===== src/rtl/pico_bus_fabric.sv =====
`default_nettype none
// +--------------------------------------------------------------------------+
// | Module   : pico_bus_fabric                                               |
// | Brief    : picorv32 native-bus decoder, wait-state generator, read mux.  |
// |            Optional timeout/error capture: define BUS_TIMEOUT_EN.        |
// | Revision : 1.0                                                           |
// +--------------------------------------------------------------------------+
module pico_bus_fabric #(
    parameter int          NSLV    = 8,
    parameter logic [63:0] SLV_LAT = {16{4'd1}},
    parameter int          TIMEOUT = 255
) (
    input  logic               clk24,
    input  logic               reset,
    input  logic               mem_valid,
    input  logic [31:0]        mem_addr,
    input  logic [31:0]        mem_wdata,
    input  logic [3:0]         mem_wstrb,
    output logic               mem_ready,
    output logic [31:0]        mem_rdata,
    output logic [NSLV-1:0]    s_sel,
    output logic [31:0]        s_addr,
    output logic [31:0]        s_wdata,
    output logic [3:0]         s_wstrb,
    input  logic [32*NSLV-1:0] s_rdata,
    input  logic [NSLV-1:0]    s_ready,
    output logic               bus_err,
    output logic [31:0]        err_addr,
    input  logic               err_clr
);

    localparam logic [4:0]  c_nslv      = 5'(NSLV);
    localparam logic [31:0] c_err_rdata = 32'hDEAD_BEEF;

    typedef enum logic [1:0] {
        ST_IDLE = 2'd0,
        ST_WAIT = 2'd1,
        ST_ACK  = 2'd2
    } state_t;

    state_t      r_state, w_state_nxt;
    logic [3:0]  r_idx, w_idx_nxt;
    logic [3:0]  r_cnt, w_cnt_nxt;
    logic        r_hs, w_hs_nxt;
    logic        r_unmap, w_unmap_nxt;

    logic [3:0]  w_req_idx;
    logic [3:0]  w_req_lat;
    logic        w_req_mapped;
    logic [3:0]  w_cur_idx;
    logic        w_cur_mapped;
    logic [15:0] w_dec;
    logic [15:0] w_rdy_pad;
    logic [31:0] w_rd_arr [16];
    logic        w_timer_hit;
    logic        w_timeout;

    assign w_req_idx    = mem_addr[31:28];
    assign w_req_lat    = SLV_LAT[{w_req_idx, 2'b00} +: 4];
    assign w_req_mapped = ({1'b0, w_req_idx} < c_nslv);
    assign w_cur_idx    = (r_state == ST_IDLE) ? w_req_idx : r_idx;
    assign w_cur_mapped = ({1'b0, w_cur_idx} < c_nslv);
    assign w_dec        = 16'd1 << w_cur_idx;
    assign w_rdy_pad    = 16'(s_ready);

    // Pad read data to 16 entries so unmapped indices read as zero.
    genvar gi;
    generate
        for (gi = 0; gi < 16; gi++) begin : g_rd
            if (gi < NSLV) begin : g_map
                assign w_rd_arr[gi] = s_rdata[32*gi +: 32];
            end else begin : g_nomap
                assign w_rd_arr[gi] = 32'h0;
            end
        end
    endgenerate

    always_ff @(posedge clk24) begin
        if (reset) begin
            r_state <= ST_IDLE;
            r_idx   <= 4'd0;
            r_cnt   <= 4'd0;
            r_hs    <= 1'b0;
            r_unmap <= 1'b0;
        end else begin
            r_state <= w_state_nxt;
            r_idx   <= w_idx_nxt;
            r_cnt   <= w_cnt_nxt;
            r_hs    <= w_hs_nxt;
            r_unmap <= w_unmap_nxt;
        end
    end

    always_comb begin
        w_state_nxt = r_state;
        w_idx_nxt   = r_idx;
        w_cnt_nxt   = r_cnt;
        w_hs_nxt    = r_hs;
        w_unmap_nxt = r_unmap;
        case (r_state)
            ST_IDLE: begin
                if (mem_valid) begin
                    w_idx_nxt   = w_req_idx;
                    w_unmap_nxt = !w_req_mapped;
                    w_hs_nxt    = w_req_mapped && (w_req_lat == 4'd0);
                    w_cnt_nxt   = 4'd0;
                    if (!w_req_mapped) begin
                        w_state_nxt = ST_ACK;
                    end else if (w_req_lat == 4'd0) begin
                        w_state_nxt = w_rdy_pad[w_req_idx] ? ST_ACK : ST_WAIT;
                    end else if (w_req_lat > 4'd1) begin
                        w_cnt_nxt   = w_req_lat - 4'd1;
                        w_state_nxt = ST_WAIT;
                    end else begin
                        w_state_nxt = ST_ACK;
                    end
                end
            end
            ST_WAIT: begin
                if (!mem_valid) begin
                    w_state_nxt = ST_IDLE;
                end else if (r_hs) begin
                    if (w_rdy_pad[r_idx] || w_timer_hit) begin
                        w_state_nxt = ST_ACK;
                    end
                end else begin
                    w_cnt_nxt = r_cnt - 4'd1;
                    if (r_cnt == 4'd1) begin
                        w_state_nxt = ST_ACK;
                    end
                end
            end
            ST_ACK:  w_state_nxt = ST_IDLE;
            default: w_state_nxt = ST_IDLE;
        endcase
    end

`ifdef BUS_TIMEOUT_EN
    logic [15:0] r_timer;
    logic        r_timeout;
    logic        r_bus_err;
    logic [31:0] r_err_addr;
    logic        w_err_event;

    assign w_timer_hit = (r_timer == 16'(TIMEOUT - 1));
    assign w_timeout   = r_timeout;
    // Error sources: unmapped request in cycle 0, or handshake timer expiry.
    assign w_err_event = mem_valid &&
                         (((r_state == ST_IDLE) && !w_req_mapped) ||
                          ((r_state == ST_WAIT) && r_hs && !w_rdy_pad[r_idx] && w_timer_hit));

    always_ff @(posedge clk24) begin
        if (reset) begin
            r_timer   <= 16'd0;
            r_timeout <= 1'b0;
        end else if (r_state == ST_IDLE) begin
            r_timer   <= 16'd0;
            r_timeout <= 1'b0;
        end else if ((r_state == ST_WAIT) && r_hs) begin
            r_timer <= r_timer + 16'd1;
            if (w_timer_hit && !w_rdy_pad[r_idx]) begin
                r_timeout <= 1'b1;
            end
        end
    end

    always_ff @(posedge clk24) begin
        if (reset || err_clr) begin
            r_bus_err  <= 1'b0;
            r_err_addr <= 32'h0;
        end else if (w_err_event && !r_bus_err) begin
            r_bus_err  <= 1'b1;
            r_err_addr <= mem_addr;
        end
    end

    assign bus_err  = r_bus_err;
    assign err_addr = r_err_addr;
`else
    logic w_unused_clr;

    assign w_timer_hit  = 1'b0;
    assign w_timeout    = 1'b0;
    assign bus_err      = 1'b0;
    assign err_addr     = 32'h0;
    assign w_unused_clr = err_clr;
`endif

    assign s_addr    = mem_addr;
    assign s_wdata   = mem_wdata;
    assign s_wstrb   = ((r_state == ST_IDLE) && mem_valid && !reset) ? mem_wstrb : 4'h0;
    assign s_sel     = (mem_valid && w_cur_mapped && !reset) ? w_dec[NSLV-1:0] : '0;
    assign mem_ready = (r_state == ST_ACK) && mem_valid && !reset;

    always_comb begin
        mem_rdata = 32'h0;
        if (mem_ready) begin
            if (w_timeout) begin
                mem_rdata = c_err_rdata;
            end else if (!r_unmap) begin
                mem_rdata = w_rd_arr[r_idx];
            end
        end
    end

endmodule
`default_nettype wire


===== config.mk =====
export PLATFORM = sky130hd
export DESIGN_NAME = pico_bus_fabric
export DESIGN_NICKNAME = d
export VERILOG_FILES = /design/src/rtl/pico_bus_fabric.sv
export SDC_FILE = /design/constraint.sdc
export NUM_CORES = 1
export LEC_CHECK = 0
export ABC_AREA = 1
export ABC_CLOCK_PERIOD_IN_PS = 3630
export CAP_MARGIN = 10
export CORE_AREA = 10 10 175 177
export CTS_CLUSTER_DIAMETER = 30
export CTS_CLUSTER_SIZE = 12
export DETAILED_ROUTE_END_ITERATION = 12
export DIE_AREA = 0 0 185 187
export SLEW_MARGIN = 40
export SYNTH_ARGS = -nofsm -noshare
export SYNTH_HDL_FRONTEND = slang
export SYNTH_SLANG_ARGS = --single-unit

===== constraint.sdc =====
create_clock -name clk24 -period 3.63 [get_ports clk24]
set_input_delay 0.726 -clock clk24 [delete_from_list [all_inputs] [get_ports clk24]]
set_output_delay 0.726 -clock clk24 [all_outputs]
set_load 0.03 [all_outputs]

==> impl_summary.log, run 1 <==
[metrics] status: complete, no violations
[metrics] TritonCTS clock tree: yes
[metrics] first-pass GRT wire length: around 33,000 um
[metrics] number of clock sinks: 5
[metrics] cts hold-fix bufs: 0
[metrics] part of the cycle the worst path needs: 0.936
[metrics] post-detailed-route count of antenna-violating nets: 0
[metrics] dominant combinational cell family by area after synthesis: simple AND/OR/NAND/NOR gates
[metrics] synthesized instance count: approximately 1,000
[metrics] post-cts repair resize count: 0
[metrics] number of flip-flops and latches in the synthesized netlist: 5
[metrics] number of hold violations in the final report: 0
[metrics] horizontal die dimension: roughly 190 um
[metrics] depth of the critical timing path with buffers and inverters included: 6
[metrics] ratio of cells with drive above 1 in the final layout: 0.0368
[metrics] maximum capacitance violations: 0
[metrics] CP Data Arrival Time: between 2000 and 3000 ps
[metrics] critical setup path kind: input port to primary output
[metrics] ordered cell list for the critical path: clkdlybuf4s50_1 > inv_1 > o21ai_1 > inv_1 > nor3_1 > clkdlybuf4s50_1
[metrics] post-layout utilization of the core: 0.273
[metrics] critical path capture point type: primary output
[metrics] count of unique library cells instantiated by Yosys: 18
[metrics] Yosys warning total: 0
[metrics] gate family responsible for the most delay along the worst path: buffers and inverters
[metrics] post-synth design cell area: approximately 0.0046 mm2
[metrics] number of primary I/O pins: 478
[metrics] number of cells on the worst hold path: 2
[metrics] compound-gate portion of the synthesized area: 0.00867
[metrics] Critical Path Slowest Stage Cell: clkdlybuf4s50_1
[metrics] Max Clk Rate: about 0.29 GHz
[metrics] Die Y: about 190 um
[metrics] CTS clk-pin slew, worst paths: around 30 ps
[metrics] Setup WS pre-CTS: around 220 ps
[metrics] master cell of the clock root buffer: clkbuf_16
[metrics] setup violators final: 0
[metrics] Max Transition Viols Final: 0
[metrics] vias: 6,086
[metrics] H-tree lvl count: 1
[metrics] number of antenna violations at the first check in global routing: 0
[metrics] final critical-path setup slack: approximately 230 ps
[metrics] Area growth, synth to finish: 61.2%
[metrics] worst path bufs/invs: 4
[metrics] maximum net fanout on the critical path: 5
[metrics] diodes inserted: 0
[metrics] Cell Rows: 61
[metrics] Hold Worst Slack: 555 ps
[metrics] vias per std cell: between 3 and 4
[metrics] Core Area: between 0.02 and 0.03 mm2
[metrics] Total Negative Setup Slacks: 0 ps
[metrics] Worst Reg2Reg Path Length in Cells: 5
[metrics] Placement Cell Area: between 0.007 and 0.008 mm2
[metrics] fraction of the yosys area taken by sequential cells: 0.0217
[metrics] total power: ~1.0 mW
[metrics] initial cell density of the core: 0.169
[metrics] vias in the first global route: 6,114
[metrics] Data required, critical path: slightly below 3000 ps
[metrics] peak per-stage delay on the critical path: between 700 and 800 ps
[metrics] global placer's final weighted congestion: a little under 0.9
[metrics] parity-gate share of the synthesized area counting xor and xnor cells: 0
[metrics] final wirelength: around 22,000 um
[metrics] overflow left after global routing: 0
[metrics] net total in the final layout: roughly 1,600
[metrics] average wire per standard cell: 13.9 um
[metrics] final cell area excluding filler cells: 0.00745 mm2
[metrics] Setup Fix Bufs, Post-CTS: 0
[metrics] total placed cells including tap cells: approximately 1,600
[metrics] setup repair after global routing missed its margin: no
[metrics] Clock Skews: 0.734 ps
[metrics] Remaining DRCs: 0
[metrics] maximum number of pins on one net before global-route repair: ~130
[metrics] share of synthesized cell area in and, or, nand and nor gates: 0.514
[metrics] Detail Placement HPWL: roughly 18,000 um
[metrics] Total Die Area: ~0.035 mm2
[metrics] mean post-synth cell area: approximately 4.6 um2
[metrics] Post-Synth Adder-Cell Area: 0
[metrics] post-layout minimum cycle time: 3400 ps
[metrics] Longest Clk Path Bufs: 2
[metrics] post-route non-filler standard cell count: between 1,500 and 2,000
[metrics] total clock buffers created by CTS: 3
[metrics] Worst setup SP type: input port
[metrics] leakage power of the design: ~4.2 nW
[metrics] worst ir drop on vdd: 0.169 mV
[metrics] Port-buffer cells: 315
[metrics] aggregate global-route resource usage: 0.118
[metrics] Worst Tran Pin Value: ~650 ps
[metrics] Power Density: 139 mW/mm2
[metrics] Max-Slew Margin vs Limit: 0.568
[metrics] Hold Crit Class: flip-flop to flip-flop
[metrics] DRT Pass-1 Iters: 4
[metrics] DRC violation total after the first TritonRoute iteration: 205
[metrics] multiplexer fraction of the synthesized cell area: 0
[metrics] Worst-Skew Late Latency: 230 ps
## kinds of logic after synthesis
group	count (synthesis)
AND/OR/NAND/NOR	574
other	1
buffers and inverters	423
AO/OA/AOI/OAI	8
flip-flops	5
## cell usage in the layout (no fill, tap or decap)
cell / count
nand2_1: 331
clkdlybuf4s50_1: 290
inv_1: 271
nand3_1: 163
nor2_1: 70
conb_1: 33
buf_4: 29
nor3_1: 8
buf_12: 7
o21ai_0: 6
clkbuf_16: 3
dfxtp_2: 2
dfxtp_1: 2
inv_4: 1
inv_2: 1
nor2_4: 1
o21ai_1: 1
nand4_1: 1
a21oi_1: 1
clkbuf_1: 1
dfxtp_4: 1
## metal layers
layer  up-vias  share of wire  track usage
met5         -              0            0
li1       3182              -            -
met1      2618           0.39        0.130
met3        48          0.095       0.0340
met2       238           0.49        0.211
met4         0          0.027       0.0350
## worst min-delay path, cell delays in order, from the launching register on
cell and delay (ps):
dfxtp_1 340, nor2_1 120, nor2_1 50
## registers in the layout, indices dropped and copies added, names as in the netlist
| register | count |
|---|---|
| r_state | 1 |
| r_idx | 4 |
## power breakdown
group          leakage [nW]  switching, mW  internal, mW  total (mW)
Combinational          4.08          0.389         0.399       0.788
Clock                0.0382         0.0350         0.145       0.180
Sequential           0.0427        0.00479        0.0593      0.0641
Total                  4.16          0.429         0.604        1.03
## worst paths after layout
kind                                 from               endpoint  slack (ps)
setup / recovery             mem_addr[30]               s_sel[7]         230
hold / removal      r_idx[3]$_SDFFE_PP0P_  r_idx[3]$_SDFFE_PP0P_         560
setup reg to reg  r_state[1]$_SDFFE_PP0P_  r_idx[0]$_SDFFE_PP0P_        2310
hold reg to reg     r_idx[3]$_SDFFE_PP0P_  r_idx[3]$_SDFFE_PP0P_         560
## layout make-up
class,instances,area [um2]
Fill cell,3155,19900
Timing Repair Buffer,326,3260
Multi-Input combinational cell,615,2540
Inverter,273,1030
Tap cell,346,433
Sequential cell,5,106
Clock buffer,4,78.8
## cell usage after synthesis, drive strengths merged
| master | n | area (um2) |
|---|---|---|
| conb | 1 | 3.75 |
| nor2 | 71 | 269 |
| dfxtp | 5 | 100 |
| clkbuf | 8 | 30.0 |
| nor3 | 8 | 40.0 |
| buf | 142 | 1050 |
| o21ai | 7 | 35.0 |
| nand3 | 163 | 816 |
| inv | 273 | 1020 |
| nand4 | 1 | 6.26 |
| nand2 | 331 | 1240 |
| a21oi | 1 | 5.00 |
No activity file was read; power rests on OpenSTA's default activity.
==> inputs of run 2 (changes only) <==
--- a/config.mk
+++ b/config.mk
@@ -7,13 +7,14 @@
 export LEC_CHECK = 0
 export ABC_AREA = 1
 export ABC_CLOCK_PERIOD_IN_PS = 3630
-export CAP_MARGIN = 10
-export CORE_AREA = 10 10 175 177
+export CAP_MARGIN = 30
+export CORE_AREA = 10 10 179 181
 export CTS_CLUSTER_DIAMETER = 30
 export CTS_CLUSTER_SIZE = 12
 export DETAILED_ROUTE_END_ITERATION = 12
-export DIE_AREA = 0 0 185 187
-export SLEW_MARGIN = 40
+export DIE_AREA = 0 0 189 191
+export DONT_BUFFER_PORTS = 1
+export SLEW_MARGIN = 20
 export SYNTH_ARGS = -nofsm -noshare
 export SYNTH_HDL_FRONTEND = slang
 export SYNTH_SLANG_ARGS = --single-unit
==> impl_summary.log, run 2 (same netlist as run 1, synthesis figures left out) <==
[metrics] Total Negative Setup Slacks: 0 ps
[metrics] ratio of cells with drive above 1 in the final layout: 0.0583
[metrics] total placed cells including tap cells: around 1,300
[metrics] Max Transition Viols Final: 0
[metrics] Max Clk Rate: approximately 0.36 GHz
[metrics] aggregate global-route resource usage: 0.0889
[metrics] worst ir drop on vdd: 0.178 mV
[metrics] average wire per standard cell: 13.6 um
[metrics] DRT Pass-1 Iters: 5
[metrics] Worst Tran Pin Value: approximately 700 ps
[metrics] final critical-path setup slack: roughly 820 ps
[metrics] most common cell after layout, fill and taps aside: nand2_1
[metrics] Longest Clk Path Bufs: 2
[metrics] global placer's final weighted congestion: 0.865
[metrics] flip-flop count of the largest register after layout: 4
[metrics] top library cells by usage in the layout, fill and taps aside: nand2_1 (331), inv_1 (271), nand3_1 (163)
[metrics] number of fill cells in the layout: roughly 3,400
[metrics] Biggest register: r_idx
[metrics] Hold Crit Class: flip-flop to flip-flop
[metrics] cts hold-fix bufs: 0
[metrics] number of antenna violations at the first check in global routing: 1
[metrics] post-detailed-route count of antenna-violating nets: 0
[metrics] Remaining DRCs: 0
[metrics] CTS clk-pin slew, worst paths: ~30 ps
[metrics] overflow left after global routing: 0
[metrics] first-pass GRT wire length: 26,700 um
[metrics] final cell area excluding filler cells: between 0.004 and 0.005 mm2
[metrics] vias: ~5,200
[metrics] post-cts repair resize count: 0
[metrics] maximum net fanout on the critical path: 34
[metrics] initial cell density of the core: 0.162
[metrics] Die Y: 191 um
[metrics] ordered cell list for the critical path: buf_4 > nor2_1 > nor2_1
[metrics] Cell Rows: between 60 and 70
[metrics] peak per-stage delay on the critical path: ~760 ps
[metrics] library cell appearing most often on the critical path: nor2_1
[metrics] maximum number of pins on one net before global-route repair: 67
[metrics] setup violators final: 0
[metrics] master cell of the clock root buffer: clkbuf_16
[metrics] setup repair after global routing missed its margin: no
[metrics] leakage power of the design: between 3 and 4 nW
[metrics] H-tree lvl count: 1
[metrics] status: complete, no violations
[metrics] TritonCTS clock tree: yes
[metrics] biggest registers after layout: r_idx: 4 flops, r_state: 1 flops
[metrics] number of hold violations in the final report: 0
[metrics] Critical Path Slowest Stage Cell: dfxtp_2
[metrics] worst path bufs/invs: 1
[metrics] diodes inserted: 0
[metrics] Placement Cell Area: roughly 0.0045 mm2
[metrics] net total in the final layout: roughly 1,300
[metrics] part of the cycle the worst path needs: 0.773
[metrics] Power Density: between 150 and 200 mW/mm2
[metrics] final wirelength: 18,000 um
[metrics] Clock Skews: 0.546 ps
[metrics] vias per std cell: slightly below 4
[metrics] maximum capacitance violations: 0
[metrics] Detail Placement HPWL: around 15,000 um
[metrics] critical path capture point type: primary output
[metrics] Core Area: 0.0285 mm2
[metrics] DRC violation total after the first TritonRoute iteration: between 200 and 250
[metrics] Setup Fix Bufs, Post-CTS: 0
[metrics] gate family responsible for the most delay along the worst path: flip-flops
[metrics] horizontal die dimension: approximately 190 um
[metrics] post-layout minimum cycle time: 2810 ps
[metrics] post-route non-filler standard cell count: about 1,300
[metrics] number of clock sinks: 5
[metrics] Area growth, synth to finish: -0.0271%
[metrics] vias in the first global route: between 5,000 and 6,000
[metrics] Data required, critical path: around 2900 ps
[metrics] CP Data Arrival Time: between 2000 and 2500 ps
[metrics] Worst setup SP type: flip-flop
[metrics] Worst-Skew Late Latency: 230 ps
[metrics] Port-buffer cells: 0
[metrics] total clock buffers created by CTS: 3
[metrics] critical setup path kind: flip-flop to primary output
[metrics] Max-Slew Margin vs Limit: 0.533
[metrics] Total Die Area: approximately 0.036 mm2
[metrics] number of primary I/O pins: ~480
[metrics] Setup WS pre-CTS: 918 ps
run 2: cell count changes in the layout (fill, tap and decap cells not counted):
cell             change
clkdlybuf4s50_1    -290
buf_4               +14
buf_12               -4
run 2: final timing paths:
path                                 from                    end  slack [ps]  cells after the start
hold reg to reg     r_idx[3]$_SDFFE_PP0P_  r_idx[3]$_SDFFE_PP0P_         550                      2
hold / removal      r_idx[3]$_SDFFE_PP0P_  r_idx[3]$_SDFFE_PP0P_         550                      2
setup reg to reg  r_state[1]$_SDFFE_PP0P_  r_idx[1]$_SDFFE_PP0P_        2450                      5
setup / recovery    r_idx[2]$_SDFFE_PP0P_          mem_rdata[21]         820                      3
run 2: per-layer routing:
metal | vias to the layer above | wire length (um) | GRT usage
met2 | 300 | 9110 | 0.165
met1 | 2270 | 6880 | 0.0958
li1 | 2622 | - | -
met3 | 39 | 1680 | 0.0272
met4 | 2 | 347 | 0.0232
met5 | - | 13 | 0
run 2: metrics by stage:
step,power [mW],hold slack [ps],utilization
global placement,0.540,533,0.159
detailed placement,0.549,542,0.159
floorplan,0.629,492,-
global route,0.807,604,0.162
finish,0.732,546,0.162
CTS,0.735,546,0.162
run 2: area by class of cell:
cell class / instances / area, um2 / share of cell area
inverters: 273 / 1030 / 0.222
flip-flops and latches: 5 / 106 / 0.0230
well taps: 384 / 480 / 0.104
clock buffers: 4 / 78.8 / 0.0171
multi-input cells: 615 / 2540 / 0.551
repair buffers: 46 / 383 / 0.0829
run 2: power breakdown:
group          total (mW)  internal, mW  switching [mW]
Clock               0.181         0.145          0.0351
Combinational       0.477         0.146           0.331
Sequential         0.0750        0.0593          0.0157
run 2: tightest hold or removal path, stage by stage (launching register included):
cell	delay (ps)
dfxtp_1	340
nor2_1	110
nor2_1	50
==> inputs of run 3 (changes only) <==
--- a/config.mk
+++ b/config.mk
@@ -6,7 +6,7 @@
 export NUM_CORES = 1
 export LEC_CHECK = 0
 export ABC_AREA = 1
-export ABC_CLOCK_PERIOD_IN_PS = 3630
+export ABC_CLOCK_PERIOD_IN_PS = 2850
 export CAP_MARGIN = 30
 export CORE_AREA = 10 10 179 181
 export CTS_CLUSTER_DIAMETER = 30
==> constraint.sdc (replaced) <==
create_clock -name clk24 -period 2.85 [get_ports clk24]
set_input_delay 0.57 -clock clk24 [delete_from_list [all_inputs] [get_ports clk24]]
set_output_delay 0.57 -clock clk24 [all_outputs]
set_load 0.03 [all_outputs]
==> impl_summary.log, run 3 (same netlist as run 1, synthesis figures left out) <==
[metrics] status: complete, no violations
[metrics] post-layout minimum cycle time: roughly 2400 ps
[metrics] DRT Pass-1 Iters: 4
[metrics] Area growth, synth to finish: 1.16%
[metrics] ratio of cells with drive above 1 in the final layout: 0.0623
[metrics] vias in the first global route: between 5,000 and 6,000
[metrics] Total Die Area: about 0.036 mm2
[metrics] Core Area: about 0.028 mm2
[metrics] leakage power of the design: ~3.1 nW
[metrics] Longest Clk Path Bufs: 2
[metrics] Die Y: approximately 190 um
[metrics] setup repair after global routing missed its margin: no
[metrics] post-layout utilization of the core: 0.164
[metrics] net total in the final layout: about 1,300
[metrics] Port-buffer cells: 0
[metrics] Hold Crit Class: input port to flip-flop
[metrics] Biggest register: r_idx
[metrics] Power Density: about 200 mW/mm2
[metrics] critical path capture point type: primary output
[metrics] Total Negative Setup Slacks: 0 ps
[metrics] Hold Worst Slack: around 500 ps
[metrics] Worst-Skew Late Latency: ~230 ps
[metrics] setup violators final: 0
[metrics] overflow left after global routing: 0
[metrics] Critical Path Slowest Stage Cell: buf_12
[metrics] post-detailed-route count of antenna-violating nets: 0
[metrics] horizontal die dimension: ~190 um
[metrics] first-pass GRT wire length: roughly 27,000 um
[metrics] biggest registers after layout: r_idx: 4 flops, r_state: 1 flops
[metrics] peak per-stage delay on the critical path: around 390 ps
[metrics] Max Transition Viols Final: 0
[metrics] TritonCTS clock tree: yes
[metrics] Cell Rows: 62
[metrics] Clock Skews: roughly 0.53 ps
[metrics] Placement Cell Area: 0.00459 mm2
[metrics] Detail Placement HPWL: 15,200 um
[metrics] number of fill cells in the layout: between 3,000 and 4,000
[metrics] global placer's final weighted congestion: 0.870
[metrics] Max Clk Rate: between 0.4 and 0.5 GHz
[metrics] aggregate global-route resource usage: 0.0892
[metrics] total clock buffers created by CTS: 3
[metrics] Remaining DRCs: 0
[metrics] Worst Tran Pin Value: 649 ps
[metrics] H-tree lvl count: 1
[metrics] Data required, critical path: about 2300 ps
[metrics] vias: approximately 5,200
[metrics] critical setup path kind: flip-flop to primary output
[metrics] number of hold violations in the final report: 0
[metrics] master cell of the clock root buffer: clkbuf_16
[metrics] part of the cycle the worst path needs: 0.833
[metrics] average wire per standard cell: ~14 um
[metrics] vias per std cell: 3.94
[metrics] DRC violation total after the first TritonRoute iteration: between 200 and 250
[metrics] Worst setup SP type: flip-flop
[metrics] flip-flop count of the largest register after layout: 4
[metrics] post-cts repair resize count: 0
[metrics] top library cells by usage in the layout, fill and taps aside: nand2_1 (331), inv_1 (271), nand3_1 (163)
[metrics] number of antenna violations at the first check in global routing: 1
[metrics] Setup Fix Bufs, Post-CTS: 0
[metrics] most common cell after layout, fill and taps aside: nand2_1
[metrics] cts hold-fix bufs: 0
[metrics] maximum capacitance violations: 0
[metrics] CP Data Arrival Time: ~1800 ps
[metrics] number of primary I/O pins: approximately 480
[metrics] final wirelength: 18,000 um
[metrics] CTS clk-pin slew, worst paths: roughly 30 ps
[metrics] final cell area excluding filler cells: 0.00467 mm2
[metrics] maximum number of pins on one net before global-route repair: 129
[metrics] number of clock sinks: 5
[metrics] worst ir drop on vdd: ~0.3 mV
[metrics] maximum net fanout on the critical path: 128
[metrics] Max-Slew Margin vs Limit: 0.566
[metrics] ordered cell list for the critical path: inv_4 > buf_12 > nand2_1 > nand3_1 > nand3_1 > nand2_1 > nor2_1 > buf_4
[metrics] initial cell density of the core: 0.162
[metrics] diodes inserted: 0
-- run 3: critical path: cells and delay by family (launching register included) --
family,cells,cell delay [ps]
and+or+nand+nor,5,540
buffers and inverters,3,610
DFF,1,360
-- run 3: final timing paths --
| check | start | endpoint | slack, ps | depth (start not counted) |
|---|---|---|---|---|
| min reg2reg | r_idx[3]$_SDFFE_PP0P_ | r_idx[3]$_SDFFE_PP0P_ | 580 | 2 |
| max reg2reg | r_state[1]$_SDFFE_PP0P_ | r_idx[0]$_SDFFE_PP0P_ | 1630 | 5 |
| max | r_idx[0]$_SDFFE_PP0P_ | mem_rdata[30] | 470 | 8 |
| min | mem_addr[30] | r_idx[2]$_SDFFE_PP0P_ | 500 | 2 |
-- run 3: layer usage --
layer	wire, um	share of wire	track usage
met5	13	0.00072	0
met3	1660	0.092	0.0255
met2	9100	0.50	0.166
met1	6890	0.38	0.0960
met4	373	0.021	0.0256
-- run 3: area by class of cell --
type                            instances  area, um2  share of cell area
Tap cell                              384        480               0.103
Clock buffer                            4       78.8              0.0169
Multi-Input combinational cell        615       2540               0.544
Inverter                              273       1030               0.220
Timing Repair Buffer                   50        438              0.0937
Sequential cell                         5        106              0.0228
-- run 3: power breakdown --
part           leakage (nW)  switching, mW  internal, mW
sequential           0.0427        0.00777        0.0755
clock                0.0382         0.0442         0.185
combinational          3.03          0.435         0.192
-- run 3: metrics by stage --
step	worst slack (ps)	power [mW]	std cells
after floorplan	595	0.801	1043
after global placement	576	0.695	1327
after detailed placement	546	0.707	1327
after CTS	495	0.942	1331
after global routing	379	1.03	1331
final	475	0.940	1331
